--- config.mk ---
export PLATFORM = sky130hd
export DESIGN_NAME = mem_access_flat
export DESIGN_NICKNAME = d
export VERILOG_FILES = /design/src/rtl/mem_access_pkg.sv /design/src/rtl/mem_access_if.sv /design/src/rtl/mem_access_load_align.sv /design/src/rtl/mem_access.sv /design/src/flat_wrapper.sv
export SDC_FILE = /design/constraint.sdc
export NUM_CORES = 1
export LEC_CHECK = 0
export BUFFER_PORTS_ARGS = -buffer_cell sky130_fd_sc_hd__buf_2
export CAP_MARGIN = 20
export CELL_PAD_IN_SITES_DETAIL_PLACEMENT = 1
export CELL_PAD_IN_SITES_GLOBAL_PLACEMENT = 1
export CORE_ASPECT_RATIO = 1.25
export CORE_MARGIN = 2
export CORE_UTILIZATION = 30
export CTS_CLUSTER_DIAMETER = 40
export DETAILED_ROUTE_END_ITERATION = 8
export GPL_TIMING_DRIVEN = 0
export PLACE_DENSITY_LB_ADDON = 0.12
export SLEW_MARGIN = 5
export SYNTH_ARGS = -nofsm -noshare
export SYNTH_HDL_FRONTEND = slang
export SYNTH_SLANG_ARGS = --single-unit
--- constraint.sdc ---
create_clock -name clk_i -period 2 [get_ports clk_i]
set_input_delay 0.4 -clock clk_i [delete_from_list [all_inputs] [get_ports clk_i]]
set_output_delay 0.4 -clock clk_i [all_outputs]
set_load 0.02 [all_outputs]
--- src/rtl/mem_access_pkg.sv ---
// mem_access_pkg: MEM-stage op codes, bus widths, FSM states and op-class helpers
package mem_access_pkg;
  localparam int DATA_W  = 32;
  localparam int ADDR_W  = 32;
  localparam int RADDR_W = 5;
  typedef enum logic [3:0] {
    MEM_NOP = 4'd0,
    MEM_LB  = 4'd1,
    MEM_LH  = 4'd2,
    MEM_LW  = 4'd3,
    MEM_LBU = 4'd4,
    MEM_LHU = 4'd5,
    MEM_SB  = 4'd6,
    MEM_SH  = 4'd7,
    MEM_SW  = 4'd8
  } mem_op_e;
  typedef enum logic [1:0] {
    ST_IDLE = 2'd0,
    ST_BUSY = 2'd1,
    ST_DONE = 2'd2
  } state_e;
  function automatic logic is_load(input logic [3:0] op);
    return op inside {MEM_LB, MEM_LH, MEM_LW, MEM_LBU, MEM_LHU};
  endfunction
  function automatic logic is_store(input logic [3:0] op);
    return op inside {MEM_SB, MEM_SH, MEM_SW};
  endfunction
  function automatic logic is_mem(input logic [3:0] op);
    return is_load(op) || is_store(op);
  endfunction
  function automatic logic is_misaligned(input logic [3:0] op, input logic [1:0] a);
    return (op inside {MEM_LH, MEM_LHU, MEM_SH} && a[0]) ||
           (op inside {MEM_LW, MEM_SW} && a != 2'b00);
  endfunction
endpackage

--- src/rtl/mem_access_if.sv ---
// mem_access_if: word-addressed data bus with a req/ack handshake
interface mem_access_if;
  import mem_access_pkg::*;
  logic              dbus_req_o;
  logic              dbus_we_o;
  logic [ADDR_W-1:0] dbus_addr_o;
  logic [3:0]        dbus_be_o;
  logic [DATA_W-1:0] dbus_wdata_o;
  logic              dbus_ack_i;
  logic [DATA_W-1:0] dbus_rdata_i;
  modport master (
    output dbus_req_o, dbus_we_o, dbus_addr_o, dbus_be_o, dbus_wdata_o,
    input  dbus_ack_i, dbus_rdata_i
  );
  modport slave (
    input  dbus_req_o, dbus_we_o, dbus_addr_o, dbus_be_o, dbus_wdata_o,
    output dbus_ack_i, dbus_rdata_i
  );
endinterface

--- src/rtl/mem_access_load_align.sv ---
// mem_access_load_align: selects the addressed byte/half of a read word and extends it
module mem_access_load_align
  import mem_access_pkg::*;
(
  input  mem_op_e           i_op,
  input  logic [1:0]        i_a,
  input  logic [DATA_W-1:0] i_rdata,
  output logic [DATA_W-1:0] o_data
);
  logic [15:0] w_s;
  always_comb begin
    w_s = 16'(i_rdata >> {i_a, 3'b000});
    o_data = i_op == MEM_LB  ? {{24{w_s[7]}}, w_s[7:0]} :
             i_op == MEM_LBU ? {24'd0, w_s[7:0]} :
             i_op == MEM_LH  ? {{16{w_s[15]}}, w_s} :
             i_op == MEM_LHU ? {16'd0, w_s} :
                               i_rdata;
  end
endmodule

--- src/rtl/mem_access.sv ---
// mem_access: MEM pipeline stage driving the data bus and registering the MEM/WB write-back
module mem_access
  import mem_access_pkg::*;
#(
  parameter int TIMEOUT_CYCLES = 16
) (
  input  logic               clk_i,
  input  logic               rst_n_i,
  input  logic [3:0]         mem_op_i,
  input  logic [ADDR_W-1:0]  mem_addr_i,
  input  logic [DATA_W-1:0]  mem_data_i,
  input  logic               mem_we_i,
  input  logic               reg_we_i,
  input  logic [RADDR_W-1:0] reg_waddr_i,
  input  logic [DATA_W-1:0]  reg_wdata_i,
  mem_access_if.master       dbus,
  output logic               stall_o,
  output logic               reg_we_o,
  output logic [RADDR_W-1:0] reg_waddr_o,
  output logic [DATA_W-1:0]  reg_wdata_o,
  output logic               misalign_o,
  output logic               bus_err_o
);
  localparam int CNT_W = $clog2(TIMEOUT_CYCLES);
  state_e             r_state, w_next;
  mem_op_e            r_op;
  logic [1:0]         r_a;
  logic [RADDR_W-1:0] r_waddr;
  logic [ADDR_W-3:0]  r_word;
  logic [3:0]         r_be;
  logic [DATA_W-1:0]  r_wdata;
  logic               r_we;
  logic [CNT_W-1:0]   r_cnt;
  logic               w_mem, w_fault, w_mis, w_start, w_timeout, w_ack;
  logic [3:0]         w_be;
  logic [DATA_W-1:0]  w_wdata, w_ld;

  assign w_ack     = dbus.dbus_ack_i;
  assign w_mem     = is_mem(mem_op_i);
  // The instruction that just faulted is still presented during the pulse cycle; it is dropped, not retried.
  assign w_fault   = misalign_o | bus_err_o;
  assign w_mis     = is_misaligned(mem_op_i, mem_addr_i[1:0]);
  assign w_start   = r_state == ST_IDLE && w_mem && !w_fault && !w_mis;
  assign w_timeout = r_state == ST_BUSY && !w_ack && r_cnt == CNT_W'(TIMEOUT_CYCLES - 1);

  assign dbus.dbus_req_o   = r_state == ST_BUSY;
  assign dbus.dbus_we_o    = r_we;
  assign dbus.dbus_addr_o  = {r_word, 2'b00};
  assign dbus.dbus_be_o    = r_be;
  assign dbus.dbus_wdata_o = r_wdata;

  always_comb begin
    w_next  = r_state;
    stall_o = 1'b0;
    w_next  = r_state == ST_IDLE ? (w_start ? ST_BUSY : ST_IDLE) :
              r_state == ST_BUSY ? (w_ack ? ST_DONE : w_timeout ? ST_IDLE : ST_BUSY) :
                                   ST_IDLE;
    stall_o = r_state == ST_BUSY || (r_state == ST_IDLE && w_mem && !w_fault);
  end

  always_comb begin
    w_be    = mem_op_i == MEM_SB ? 4'b0001 << mem_addr_i[1:0] :
              mem_op_i == MEM_SH ? (mem_addr_i[1] ? 4'b1100 : 4'b0011) :
                                   4'hF;
    w_wdata = mem_op_i == MEM_SB ? {4{mem_data_i[7:0]}} :
              mem_op_i == MEM_SH ? {2{mem_data_i[15:0]}} :
                                   mem_data_i;
  end

  mem_access_load_align u_load_align (
    .i_op   (r_op),
    .i_a    (r_a),
    .i_rdata(dbus.dbus_rdata_i),
    .o_data (w_ld)
  );

  always_ff @(posedge clk_i or negedge rst_n_i) begin
    if (!rst_n_i) begin
      r_state    <= ST_IDLE;
      r_cnt      <= '0;
      misalign_o <= 1'b0;
      bus_err_o  <= 1'b0;
    end else begin
      r_state    <= w_next;
      r_cnt      <= (r_state == ST_BUSY && !w_ack && !w_timeout) ? r_cnt + 1'b1 : '0;
      misalign_o <= r_state == ST_IDLE && w_mem && !w_fault && w_mis;
      bus_err_o  <= w_timeout;
    end
  end

  always_ff @(posedge clk_i or negedge rst_n_i) begin
    if (!rst_n_i) begin
      r_op    <= MEM_NOP;
      r_a     <= '0;
      r_waddr <= '0;
      r_word  <= '0;
      r_be    <= '0;
      r_wdata <= '0;
      r_we    <= 1'b0;
    end else if (w_start) begin
      r_op    <= mem_op_e'(mem_op_i);
      r_a     <= mem_addr_i[1:0];
      r_waddr <= reg_waddr_i;
      r_word  <= mem_addr_i[ADDR_W-1:2];
      r_be    <= w_be;
      r_wdata <= w_wdata;
      r_we    <= is_store(mem_op_i) & mem_we_i;
    end
  end

  always_ff @(posedge clk_i or negedge rst_n_i) begin
    if (!rst_n_i) begin
      reg_we_o    <= 1'b0;
      reg_waddr_o <= '0;
      reg_wdata_o <= '0;
    end else if (r_state == ST_IDLE && !w_mem) begin
      reg_we_o    <= reg_we_i;
      reg_waddr_o <= reg_waddr_i;
      reg_wdata_o <= reg_wdata_i;
    end else if (r_state == ST_BUSY && w_ack) begin
      reg_we_o    <= is_load(r_op);
      reg_waddr_o <= r_waddr;
      reg_wdata_o <= w_ld;
    end else begin
      reg_we_o    <= 1'b0;
    end
  end
endmodule

--- src/flat_wrapper.sv ---
// flat-port wrapper written by rule: the top's interface ports become plain ports
module mem_access_flat import mem_access_pkg::*;
#(
  parameter int TIMEOUT_CYCLES = 16
)
  (clk_i, rst_n_i, mem_op_i, mem_addr_i, mem_data_i, mem_we_i, reg_we_i, reg_waddr_i, reg_wdata_i, stall_o, reg_we_o, reg_waddr_o, reg_wdata_o, misalign_o, bus_err_o, dbus_dbus_req_o, dbus_dbus_we_o, dbus_dbus_addr_o, dbus_dbus_be_o, dbus_dbus_wdata_o, dbus_dbus_ack_i, dbus_dbus_rdata_i);
  mem_access_if dbus_i ();
  input  logic clk_i;
  input  logic rst_n_i;
  input  logic [3:0] mem_op_i;
  input  logic [ADDR_W-1:0] mem_addr_i;
  input  logic [DATA_W-1:0] mem_data_i;
  input  logic mem_we_i;
  input  logic reg_we_i;
  input  logic [RADDR_W-1:0] reg_waddr_i;
  input  logic [DATA_W-1:0] reg_wdata_i;
  output logic stall_o;
  output logic reg_we_o;
  output logic [RADDR_W-1:0] reg_waddr_o;
  output logic [DATA_W-1:0] reg_wdata_o;
  output logic misalign_o;
  output logic bus_err_o;
  output wire logic [$bits(dbus_i.dbus_req_o)-1:0] dbus_dbus_req_o;
  output wire logic [$bits(dbus_i.dbus_we_o)-1:0] dbus_dbus_we_o;
  output wire logic [$bits(dbus_i.dbus_addr_o)-1:0] dbus_dbus_addr_o;
  output wire logic [$bits(dbus_i.dbus_be_o)-1:0] dbus_dbus_be_o;
  output wire logic [$bits(dbus_i.dbus_wdata_o)-1:0] dbus_dbus_wdata_o;
  input wire logic [$bits(dbus_i.dbus_ack_i)-1:0] dbus_dbus_ack_i;
  input wire logic [$bits(dbus_i.dbus_rdata_i)-1:0] dbus_dbus_rdata_i;
  assign dbus_dbus_req_o = dbus_i.dbus_req_o;
  assign dbus_dbus_we_o = dbus_i.dbus_we_o;
  assign dbus_dbus_addr_o = dbus_i.dbus_addr_o;
  assign dbus_dbus_be_o = dbus_i.dbus_be_o;
  assign dbus_dbus_wdata_o = dbus_i.dbus_wdata_o;
  assign dbus_i.dbus_ack_i = dbus_dbus_ack_i;
  assign dbus_i.dbus_rdata_i = dbus_dbus_rdata_i;
  mem_access #(.TIMEOUT_CYCLES(TIMEOUT_CYCLES)) u_core (.clk_i(clk_i), .rst_n_i(rst_n_i), .mem_op_i(mem_op_i), .mem_addr_i(mem_addr_i), .mem_data_i(mem_data_i), .mem_we_i(mem_we_i), .reg_we_i(reg_we_i), .reg_waddr_i(reg_waddr_i), .reg_wdata_i(reg_wdata_i), .dbus(dbus_i), .stall_o(stall_o), .reg_we_o(reg_we_o), .reg_waddr_o(reg_waddr_o), .reg_wdata_o(reg_wdata_o), .misalign_o(misalign_o), .bus_err_o(bus_err_o));
endmodule
==> results of run 1 <==
-- registers in the layout, indices dropped and copies added, names as in the netlist --
signal	count
u_core.r_op	4
u_core.r_cnt	4
u_core.dbus.dbus_be_o	4
u_core.reg_we_o	1
u_core.bus_err_o	1
u_core.r_a	2
u_core.dbus.dbus_wdata_o	32
u_core.misalign_o	1
u_core.reg_waddr_o	5
u_core.r_state	2
u_core.dbus.dbus_we_o	1
u_core.r_word	30
u_core.reg_wdata_o	32
u_core.r_waddr	5
-- cells by family after synthesis --
logic type / Yosys count / share of synthesized area (%)
xor+xnor: 3 / 0.402
simple gates: 156 / 14.1
fa+ha+maj: 1 / 0.191
mux: 111 / 19.6
buf+inv: 57 / 4.04
other cells: 1 / 0.0574
flops: 124 / 47.5
compound gates: 125 / 14.1
-- metrics by stage --
step | hold WS, ps | TNS [ps] | instance area (sq um)
floorplan | 104 | -53.7 | 6570
global placement | 445 | -191070 | 8150
detailed placement | 412 | -49310 | 8190
CTS | 180 | 0 | 8900
global route | 189 | -255 | 8960
finish | 200 | 0 | 8960
-- worst max-delay path: cells and delay by family, from the launching register on --
kind	cells	cell delay, ps
AND/OR/NAND/NOR	2	360
buffers and inverters	3	510
AO/OA/AOI/OAI	1	250
flip-flops	1	400
multiplexers	1	310
-- cell usage in the layout, fill, tap and decap left out, types with 13 or more instances in the layout --
master and instances:
buf_2 256, dfrtp_1 123, mux2_2 92, nand3_1 30, nand2_1 25, a21oi_1 24, o211ai_1 21, nor2_1 19
o21ai_0 17, clkbuf_16 17, buf_4 16, and4b_1 15, and4_1 15, clkbuf_1 13
-- power by group through the flow --
stage	sequential (mW)	combinational (mW)	clock, mW
6_report	4.40	6.85	3.15
5_1_grt	4.59	7.40	3.35
4_1_cts	4.38	6.87	3.24
3_5_place_dp	4.35	6.77	0
3_3_place_gp	4.29	6.66	0
2_1_floorplan	5.60	3.09	0
-- Yosys cell counts (7+ instances only) --
master | number | area [sq um]
nor2b_1 | 9 | 56.3
nor3_1 | 12 | 60.1
a211oi_1 | 12 | 90.1
buf_2 | 16 | 80.1
and4_1 | 15 | 131
o221ai_1 | 7 | 61.3
mux2i_1 | 10 | 100
and4b_1 | 15 | 150
o211ai_1 | 21 | 158
dfrtp_1 | 124 | 3100
a21oi_1 | 24 | 120
clkbuf_1 | 26 | 97.6
mux2_4 | 8 | 120
nand3_1 | 31 | 155
a2bb2oi_1 | 7 | 61.3
nand2_1 | 25 | 93.8
a22oi_1 | 12 | 90.1
mux2_2 | 92 | 1040
nand2b_1 | 10 | 62.6
o21ai_0 | 18 | 90.1
o311ai_0 | 11 | 96.3
nor2_1 | 24 | 90.1
-- layer usage --
| metal | global-route usage [%] | up-vias |
|---|---|---|
| met2 | 35.8 | 234 |
| met3 | 6.32 | 35 |
| met1 | 23.2 | 2891 |
| li1 | - | 2725 |
| met5 | 0 | - |
| met4 | 8.15 | 2 |
-- cell type report --
type                            count  area, sq um
Buffer                             50          295
Clock buffer                       17          425
Multi-Input combinational cell    398         3260
Tap cell                          279          349
Timing Repair Buffer              255         1340
Clock inverter                     14          173
Fill cell                        2443        12500
Sequential cell                   124         3100
Inverter                            5         20.0
-- what timing repair did --
action,in CTS,in global routing
cloned,0,0
hold buffers,1,0
pin swaps,1,1
hold endpoints to repair,56,0
buffers inserted,5,1
setup endpoints to repair,103,60
resized for setup,24,29
-- final timing paths --
kind / slack, ps / startpoint / cells after the start / end
setup / recovery: 50 / u_core.r_state[1] / 7 / u_core.dbus.dbus_be_o[1]
hold / removal: 200 / reg_wdata_i[6] / 3 / u_core.reg_wdata_o[6]
setup reg to reg: 50 / u_core.r_state[1] / 7 / u_core.dbus.dbus_be_o[1]
hold reg to reg: 470 / u_core.r_cnt[0] / 1 / u_core.r_cnt[0]
max in group asynchronous: 740 / rst_n_i / 3 / u_core.r_word[14]
min in group asynchronous: 510 / rst_n_i / 2 / u_core.reg_wdata_o[22]
==> run summary, run 1 <==
initial core utilization = 30.4%
class of the tightest hold or removal check = in2reg
status = finished, final reports clean
Core Area = 21,500 sq um
Pre-antenna DRT Iters = 4
Int Power = 8.47 mW
post-route ant nets = 0
Post-Syn Area = 6540 sq um
Main synth FF type = dfrtp_1
Area growth, synth to finish = 37.1%
Placed Instances = 1,106
Switching Fraction = 41.2%
vias in the first global route = 6,445
fin crit period = 1950 ps
Syn Area/Cell = 11.3 sq um
Seq cells post-synth = 124
drt first-iter violations = 246
critical path cell sequence = nor2_2 > nand4_4 > a221oi_4 > buf_12 > buf_6 > buf_8 > mux2_4
Seq pwr share = 30.6%
Reg clk slew, reported paths = 60 ps
CP Capture Type = flop
largest net degree at the start of global routing = 69
worst relative slew slack = 49.8%
via count = 5,887
clk_lat worst skew = 420 ps
Syn. warnings = 0
final non-filler cell total = 1,142
final setup fails = 0
final-report hold violation count = 0
total power divided by cell area = 1610 nW/um^2
Worst-Margin Slew = 754 ps
final worst setup slack = 52.4 ps
total gr overflow = 0
worst setup path class = reg2reg
Comb power frac = 47.6%
routed wire length = 23,400 microns
unrepaired setup endpoints after global routing = true
Critical Path Source Type = flop
Post-Route Utilization = 41.7%
Worst EP required = 2300 ps
n_diodes = 0
Distinct cells, synth = 53
routability cong. = 0.846
Die X = 136 microns
standard-cell rows = 60
GRT Overall Usage = 20.5%
pre-CTS setup slack = -687 ps
# IOs = 253
sequential area share after synthesis = 47.5%
Crit Path Max Fanout = 10
dpl hpwl = 18,100 microns
layout cell share with drive strength beyond 1 = 51.6%
final worst path period share = 97.4%
Clk pwr share = 21.9%
Max Cap Violations = 0
Worst Path Arrival = 2240 ps
met1 WL = 9040 microns
first-pass GRT wire length = 36,200 microns
CP max stage delay = 400 ps
Port Buf Inserts = 247
Top Metal Used = met5
Slew Viols, Final = 0
Gate Count Post-Synth = 578
Psw = 5.93 mW
Net count, final = 994
Post-synth EDFFs = 0
Fmax = 513 MHz
Clock Tree Root = clkbuf_16
Slowest cell on crit path = dfrtp_1
metal3 WL = 1840 microns
Leakage = 4.11 nW
CTS tree = done
asr flop ratio synth = 100%
skew final = 10.4 ps
drc violations = 0
CTS Buf Count = 17
Die Y-Extent = 169 microns
clock tree buffer depth = 2
met2 WL post-DR = 11,900 microns
routed wire length per instance = 20.5 microns
Die Area = 23,000 sq um
CTS H-tree lvls = 4
Design Power = 14.4 mW
post-DR vias/cell = 5.15
antenna violations before repair = 1
Max IR drop VDD = 0.000668 V
# clock sinks = 124
Power figures use the tool's default switching activity.
==> run 2: changes to the inputs <==
--- a/config.mk
+++ b/config.mk
@@ -16,6 +16,7 @@
 export DETAILED_ROUTE_END_ITERATION = 8
 export GPL_TIMING_DRIVEN = 0
 export PLACE_DENSITY_LB_ADDON = 0.12
+export RECOVER_POWER = 100
 export SLEW_MARGIN = 5
 export SYNTH_ARGS = -nofsm -noshare
 export SYNTH_HDL_FRONTEND = slang
==> run 2 against run 1 <==
Setup slack worse by 13 ps. Count of clock-buffer cells in the layout did not move. Via count fell by 0.27%. Die area did not move. Core utilization decreased by 0.79 points. Cell count unchanged. Cell area down 1.9%. Wire length decreased by 0.36%.
==> run summary, run 2 (synthesized netlist as in run 1, its figures left out) <==
initial core utilization = 30.4%
Int Power = 8.15 mW
Port Buf Inserts = 247
antenna violations before repair = 1
CTS tree = done
standard-cell rows = 60
skew final = 9.51 ps
Max IR drop VDD = 0.000668 V
Psw = 5.95 mW
Worst EP required = 2320 ps
Crit Path Max Fanout = 10
unrepaired setup endpoints after global routing = true
Min Hold Slack = 201 ps
WP buf/inv = 3
Die X = 136 microns
Clk pwr share = 22.4%
Clock Tree Root = clkbuf_16
crit path from = mem_op_i[0]
reg2reg path depth = 7
CP top delay family = buffers and inverters
CTS H-tree lvls = 4
Slowest cell on crit path = or4_1
Leakage = 3.78 nW
Net count, final = 994
final worst path period share = 98.0%
first-pass GRT wire length = 36,200 microns
clk_lat worst skew = 420 ps
Switching Fraction = 42.2%
class of the tightest hold or removal check = in2reg
dpl hpwl = 18,100 microns
Placed Instances = 1,106
Die Y-Extent = 169 microns
Core Area = 21,500 sq um
most frequent cells in the layout = buf_2 (146), dfrtp_1 (123), clkbuf_1 (122)
final setup fails = 0
Seq pwr share = 31.4%
Pre-antenna DRT Iters = 4
CTS Buf Count = 17
Worst Path Arrival = 2280 ps
Fmax = 510 MHz
Worst setup endpoint = u_core.reg_wdata_o[29]
vias in the first global route = 6,445
Worst-Margin Slew = 899 ps
post-route ant nets = 0
status = finished, final reports clean
CP Depth = 7
total gr overflow = 0
Slew Viols, Final = 0
routed wire length per instance = 20.4 microns
# clock sinks = 124
total power divided by cell area = 1600 nW/um^2
final-report hold violation count = 0
CP max stage delay = 600 ps
final non-filler cell total = 1,142
cell area after layout = 8790 sq um
worst setup path class = in2reg
layout cell share with drive strength beyond 1 = 38.8%
Die Area = 23,000 sq um
GRT Overall Usage = 20.5%
clock tree buffer depth = 2
FILL cells = 2,496
Placed Area = 8190 sq um
routability cong. = 0.846
r2r startpoint = u_core.r_state[1]
Reg clk slew, reported paths = 60 ps
fin crit period = 1960 ps
drc violations = 0
Critical Path Source Type = input pin
Area growth, synth to finish = 34.5%
# IOs = 253
largest net degree at the start of global routing = 69
via count = 5,871
drt first-iter violations = 227
routed wire length = 23,300 microns
reg-to-reg endpoint = u_core.dbus.dbus_be_o[1]
R2R Setup Slk = 50 ps
Post-Route Utilization = 40.9%
Comb power frac = 46.2%
critical path cell sequence = buf_2 > or4_1 > a21boi_2 > buf_4 > buf_4 > a21oi_1 > o211ai_1
worst relative slew slack = 40.1%
post-DR vias/cell = 5.14
commonest non-fill, non-tap cell in the layout = buf_2
CP Capture Type = flop
Max Cap Violations = 0
Worst path most repeated cell = buf_4
n_diodes = 0
## run 2: cell count changes in the layout (fill, tap and decap cells not counted), sizes merged
| cell | delta |
|---|---|
| buf | -114 |
| clkbuf | +114 |
## run 2: power by group through the flow
stage / Sequential (mW) / Combinational [mW] / Clock (mW)
finish: 4.43 / 6.52 / 3.15
global placement: 4.29 / 6.66 / 0
global route: 4.61 / 7.07 / 3.35
detailed placement: 4.35 / 6.77 / 0
CTS: 4.38 / 6.87 / 3.24
floorplan: 5.60 / 3.09 / 0
## run 2: final cells by class
| cell class | count | area (sq um) | share of cell area [%] |
|---|---|---|---|
| Multi-Input combinational cell | 398 | 3250 | 37.0 |
| Sequential cell | 124 | 3100 | 35.3 |
| Timing Repair Buffer | 255 | 1180 | 13.4 |
| Clock buffer | 17 | 425 | 4.84 |
| Tap cell | 279 | 349 | 3.97 |
| Buffer | 50 | 289 | 3.29 |
| Clock inverter | 14 | 173 | 1.96 |
| Inverter | 5 | 20.0 | 0.228 |
## run 2: repair_timing
action                                  CTS  global route
pin swaps                                 1             1
endpoints found under the hold margin    56             0
setup buffers                             5             1
hold buffers                              1             0
endpoints found under the setup margin  103            60
resized for setup                        24            29
## run 2: per-layer routing
layer | vias to the layer above | GRT usage (%) | routed length, microns | part of all wire, %
li1 | 2725 | - | - | -
met3 | 33 | 6.32 | 1690 | 7.3
met2 | 214 | 35.8 | 11900 | 51
met4 | 2 | 8.15 | 580 | 2.5
met5 | - | 0 | 11 | 0.047
met1 | 2897 | 23.2 | 9190 | 39
## run 2: per-stage QoR
stage          worst slack [ps]  setup TNS, ps  power (mW)
4_1_cts                    4.33              0        14.5
5_1_grt                   -40.0          -1200        15.0
2_1_floorplan             -6.72          -53.7        8.70
3_3_place_gp              -1180        -191070        10.9
6_report                   39.3              0        14.1
3_5_place_dp               -687         -49310        11.1
## run 2: worst min path at each step
stage                     depth (start not counted)             from                     end
final                                             3   reg_wdata_i[4]   u_core.reg_wdata_o[4]
after global routing                              2   mem_addr_i[21]       u_core.r_word[19]
after CTS                                         2  dbus_dbus_ack_i        u_core.bus_err_o
after detailed placement                          1          rst_n_i  u_core.reg_wdata_o[22]
after global placement                            1  u_core.r_cnt[0]         u_core.r_cnt[0]
after floorplan                                   0          rst_n_i        u_core.bus_err_o
## run 2: worst register-to-register path, cell delays in order, from the launching register on
cell	delay, ps
dfrtp_1	400
nor2_2	200
nand4_4	160
a221oi_4	250
buf_12	160
buf_6	170
buf_8	190
mux2_4	320
==> run 3: changes to the inputs <==
--- a/config.mk
+++ b/config.mk
@@ -12,11 +12,13 @@
 export CORE_ASPECT_RATIO = 1.25
 export CORE_MARGIN = 2
 export CORE_UTILIZATION = 30
+export CTS_BUF_LIST = sky130_fd_sc_hd__clkbuf_8
 export CTS_CLUSTER_DIAMETER = 40
 export DETAILED_ROUTE_END_ITERATION = 8
 export GPL_TIMING_DRIVEN = 0
 export PLACE_DENSITY_LB_ADDON = 0.12
 export RECOVER_POWER = 100
+export REMOVE_ABC_BUFFERS = 1
 export SLEW_MARGIN = 5
 export SYNTH_ARGS = -nofsm -noshare
 export SYNTH_HDL_FRONTEND = slang
==> run 3 against run 2 <==
Core utilization up 0.62 points. Wire length up 1.0%. Cell count down 1.1%. Register-to-register slack worse by 30 ps. Global-route usage down 0.18 points. Highest routed layer is now met4. Sequential power up 1%. Power down 1.7%.
==> run summary, run 3 (synthesized netlist as in run 1, its figures left out) <==
status = finished, final reports clean
Critical Path Source Type = flop
final worst setup slack = 23.6 ps
vias in the first global route = 6,375
Crit Path Max Fanout = 15
drc violations = 0
Die X = 136 microns
metal3 WL = 2090 microns
class of the tightest hold or removal check = in2reg
Switching Fraction = 44.1%
fin crit period = 1980 ps
Die Area = 23,000 sq um
Max IR drop VDD = 0.000734 V
CTS tree = done
Area growth, synth to finish = 36.5%
Die Y-Extent = 169 microns
skew final = 21.0 ps
CTS H-tree lvls = 4
first-pass GRT wire length = 36,000 microns
final setup fails = 0
Reg clk slew, reported paths = 90 ps
dpl hpwl = 15,600 microns
Clock Tree Root = clkbuf_8
Max Cap Violations = 0
antenna violations before repair = 3
most frequent cells in the layout = buf_2 (247), dfrtp_1 (120), mux2_2 (92)
initial core utilization = 30.4%
Core Area = 21,500 sq um
pre-CTS setup slack = -1490 ps
routed wire length = 23,600 microns
Slew Viols, Final = 0
Worst EP required = 2340 ps
Post-Route Utilization = 41.6%
Top Metal Used = met4
Pre-antenna DRT Iters = 5
# IOs = 253
layout cell share with drive strength beyond 1 = 52.6%
post-DR vias/cell = 5.21
largest net degree at the start of global routing = 77
routed wire length per instance = 20.9 microns
clock tree buffer depth = 2
final worst path period share = 98.8%
Psw = 6.10 mW
Net count, final = 978
Clk pwr share = 16.3%
commonest non-fill, non-tap cell in the layout = buf_2
Seq pwr share = 32.3%
Worst-Margin Slew = 592 ps
Worst Path Arrival = 2310 ps
post-route ant nets = 0
Leakage = 4.05 nW
Int Power = 7.75 mW
unrepaired setup endpoints after global routing = true
via count = 5,890
final-report hold violation count = 0
met2 WL post-DR = 11,800 microns
drt first-iter violations = 283
total gr overflow = 0
# clock sinks = 124
total power divided by cell area = 1550 nW/um^2
TNS Setup = 0 ps
Port Buf Inserts = 250
met1 WL = 9480 microns
cell area after layout = 8920 sq um
worst setup path class = reg2reg
Min Hold Slack = 155 ps
worst relative slew slack = 60.4%
CTS Buf Count = 17
CP Capture Type = flop
routability cong. = 0.754
Comb power frac = 51.3%
clk_lat worst skew = 450 ps
standard-cell rows = 60
GRT Overall Usage = 20.4%
Placed Area = 8130 sq um
Fmax = 506 MHz
-- run 3: worst paths after layout --
kind,start,to,slack [ps],cells after the start
hold reg to reg,u_core.r_cnt[0],u_core.r_cnt[0],490,1
hold / removal,reg_wdata_i[7],u_core.reg_wdata_o[7],150,3
setup reg to reg,u_core.r_state[1],u_core.r_word[0],20,7
setup / recovery,u_core.r_state[1],u_core.r_word[0],20,7
max in group asynchronous,rst_n_i,u_core.r_word[28],770,3
min in group asynchronous,rst_n_i,u_core.reg_wdata_o[7],450,2
-- run 3: critical path, cell delays in order (launching register included) --
cell,delay (ps)
dfrtp_2,440
nor2_4,170
nand4_4,140
a221oi_4,310
buf_16,160
buf_12,120
buf_16,150
mux2_2,350
-- run 3: final cells by class --
cell class | count | area (sq um)
fillers | 2485 | 12500
diodes | 3 | 7.51
inverters | 5 | 38.8
clock inverters | 15 | 153
flip-flops and latches | 124 | 3110
multi-input cells | 400 | 3300
clock buffers | 17 | 234
repair buffers | 287 | 1730
well taps | 279 | 349
-- run 3: per-stage QoR --
stage          cells  power (mW)
5_1_grt         1128        14.8
4_1_cts         1116        13.8
2_1_floorplan    527        8.50
6_report        1130        13.9
3_3_place_gp    1056        10.7
3_5_place_dp    1065        11.1
-- run 3: power groups by stage --
| stage | clock network, mW | logic (mW) | registers (mW) |
|---|---|---|---|
| final | 2.26 | 7.11 | 4.48 |
| after global routing | 2.47 | 7.67 | 4.66 |
| after CTS | 2.34 | 6.92 | 4.50 |
| after detailed placement | 0 | 6.57 | 4.55 |
| after global placement | 0 | 6.28 | 4.46 |
| after floorplan | 0 | 2.78 | 5.71 |
-- run 3: repair_timing --
| item | in CTS | in global routing |
|---|---|---|
| gates cloned | 2 | 2 |
| setup buffers | 18 | 9 |
| hold buffers | 1 | 0 |
| resized for setup | 19 | 12 |
| hold endpoints to repair | 48 | 0 |
| endpoints found under the setup margin | 112 | 66 |
| pin swaps | 6 | 4 |
-- run 3: metal layers --
| metal | GRT usage, % | vias up |
|---|---|---|
| met5 | 0 | - |
| met2 | 33.9 | 243 |
| met1 | 24.9 | 2935 |
| met4 | 4.94 | 0 |
| li1 | - | 2699 |
| met3 | 7.70 | 13 |
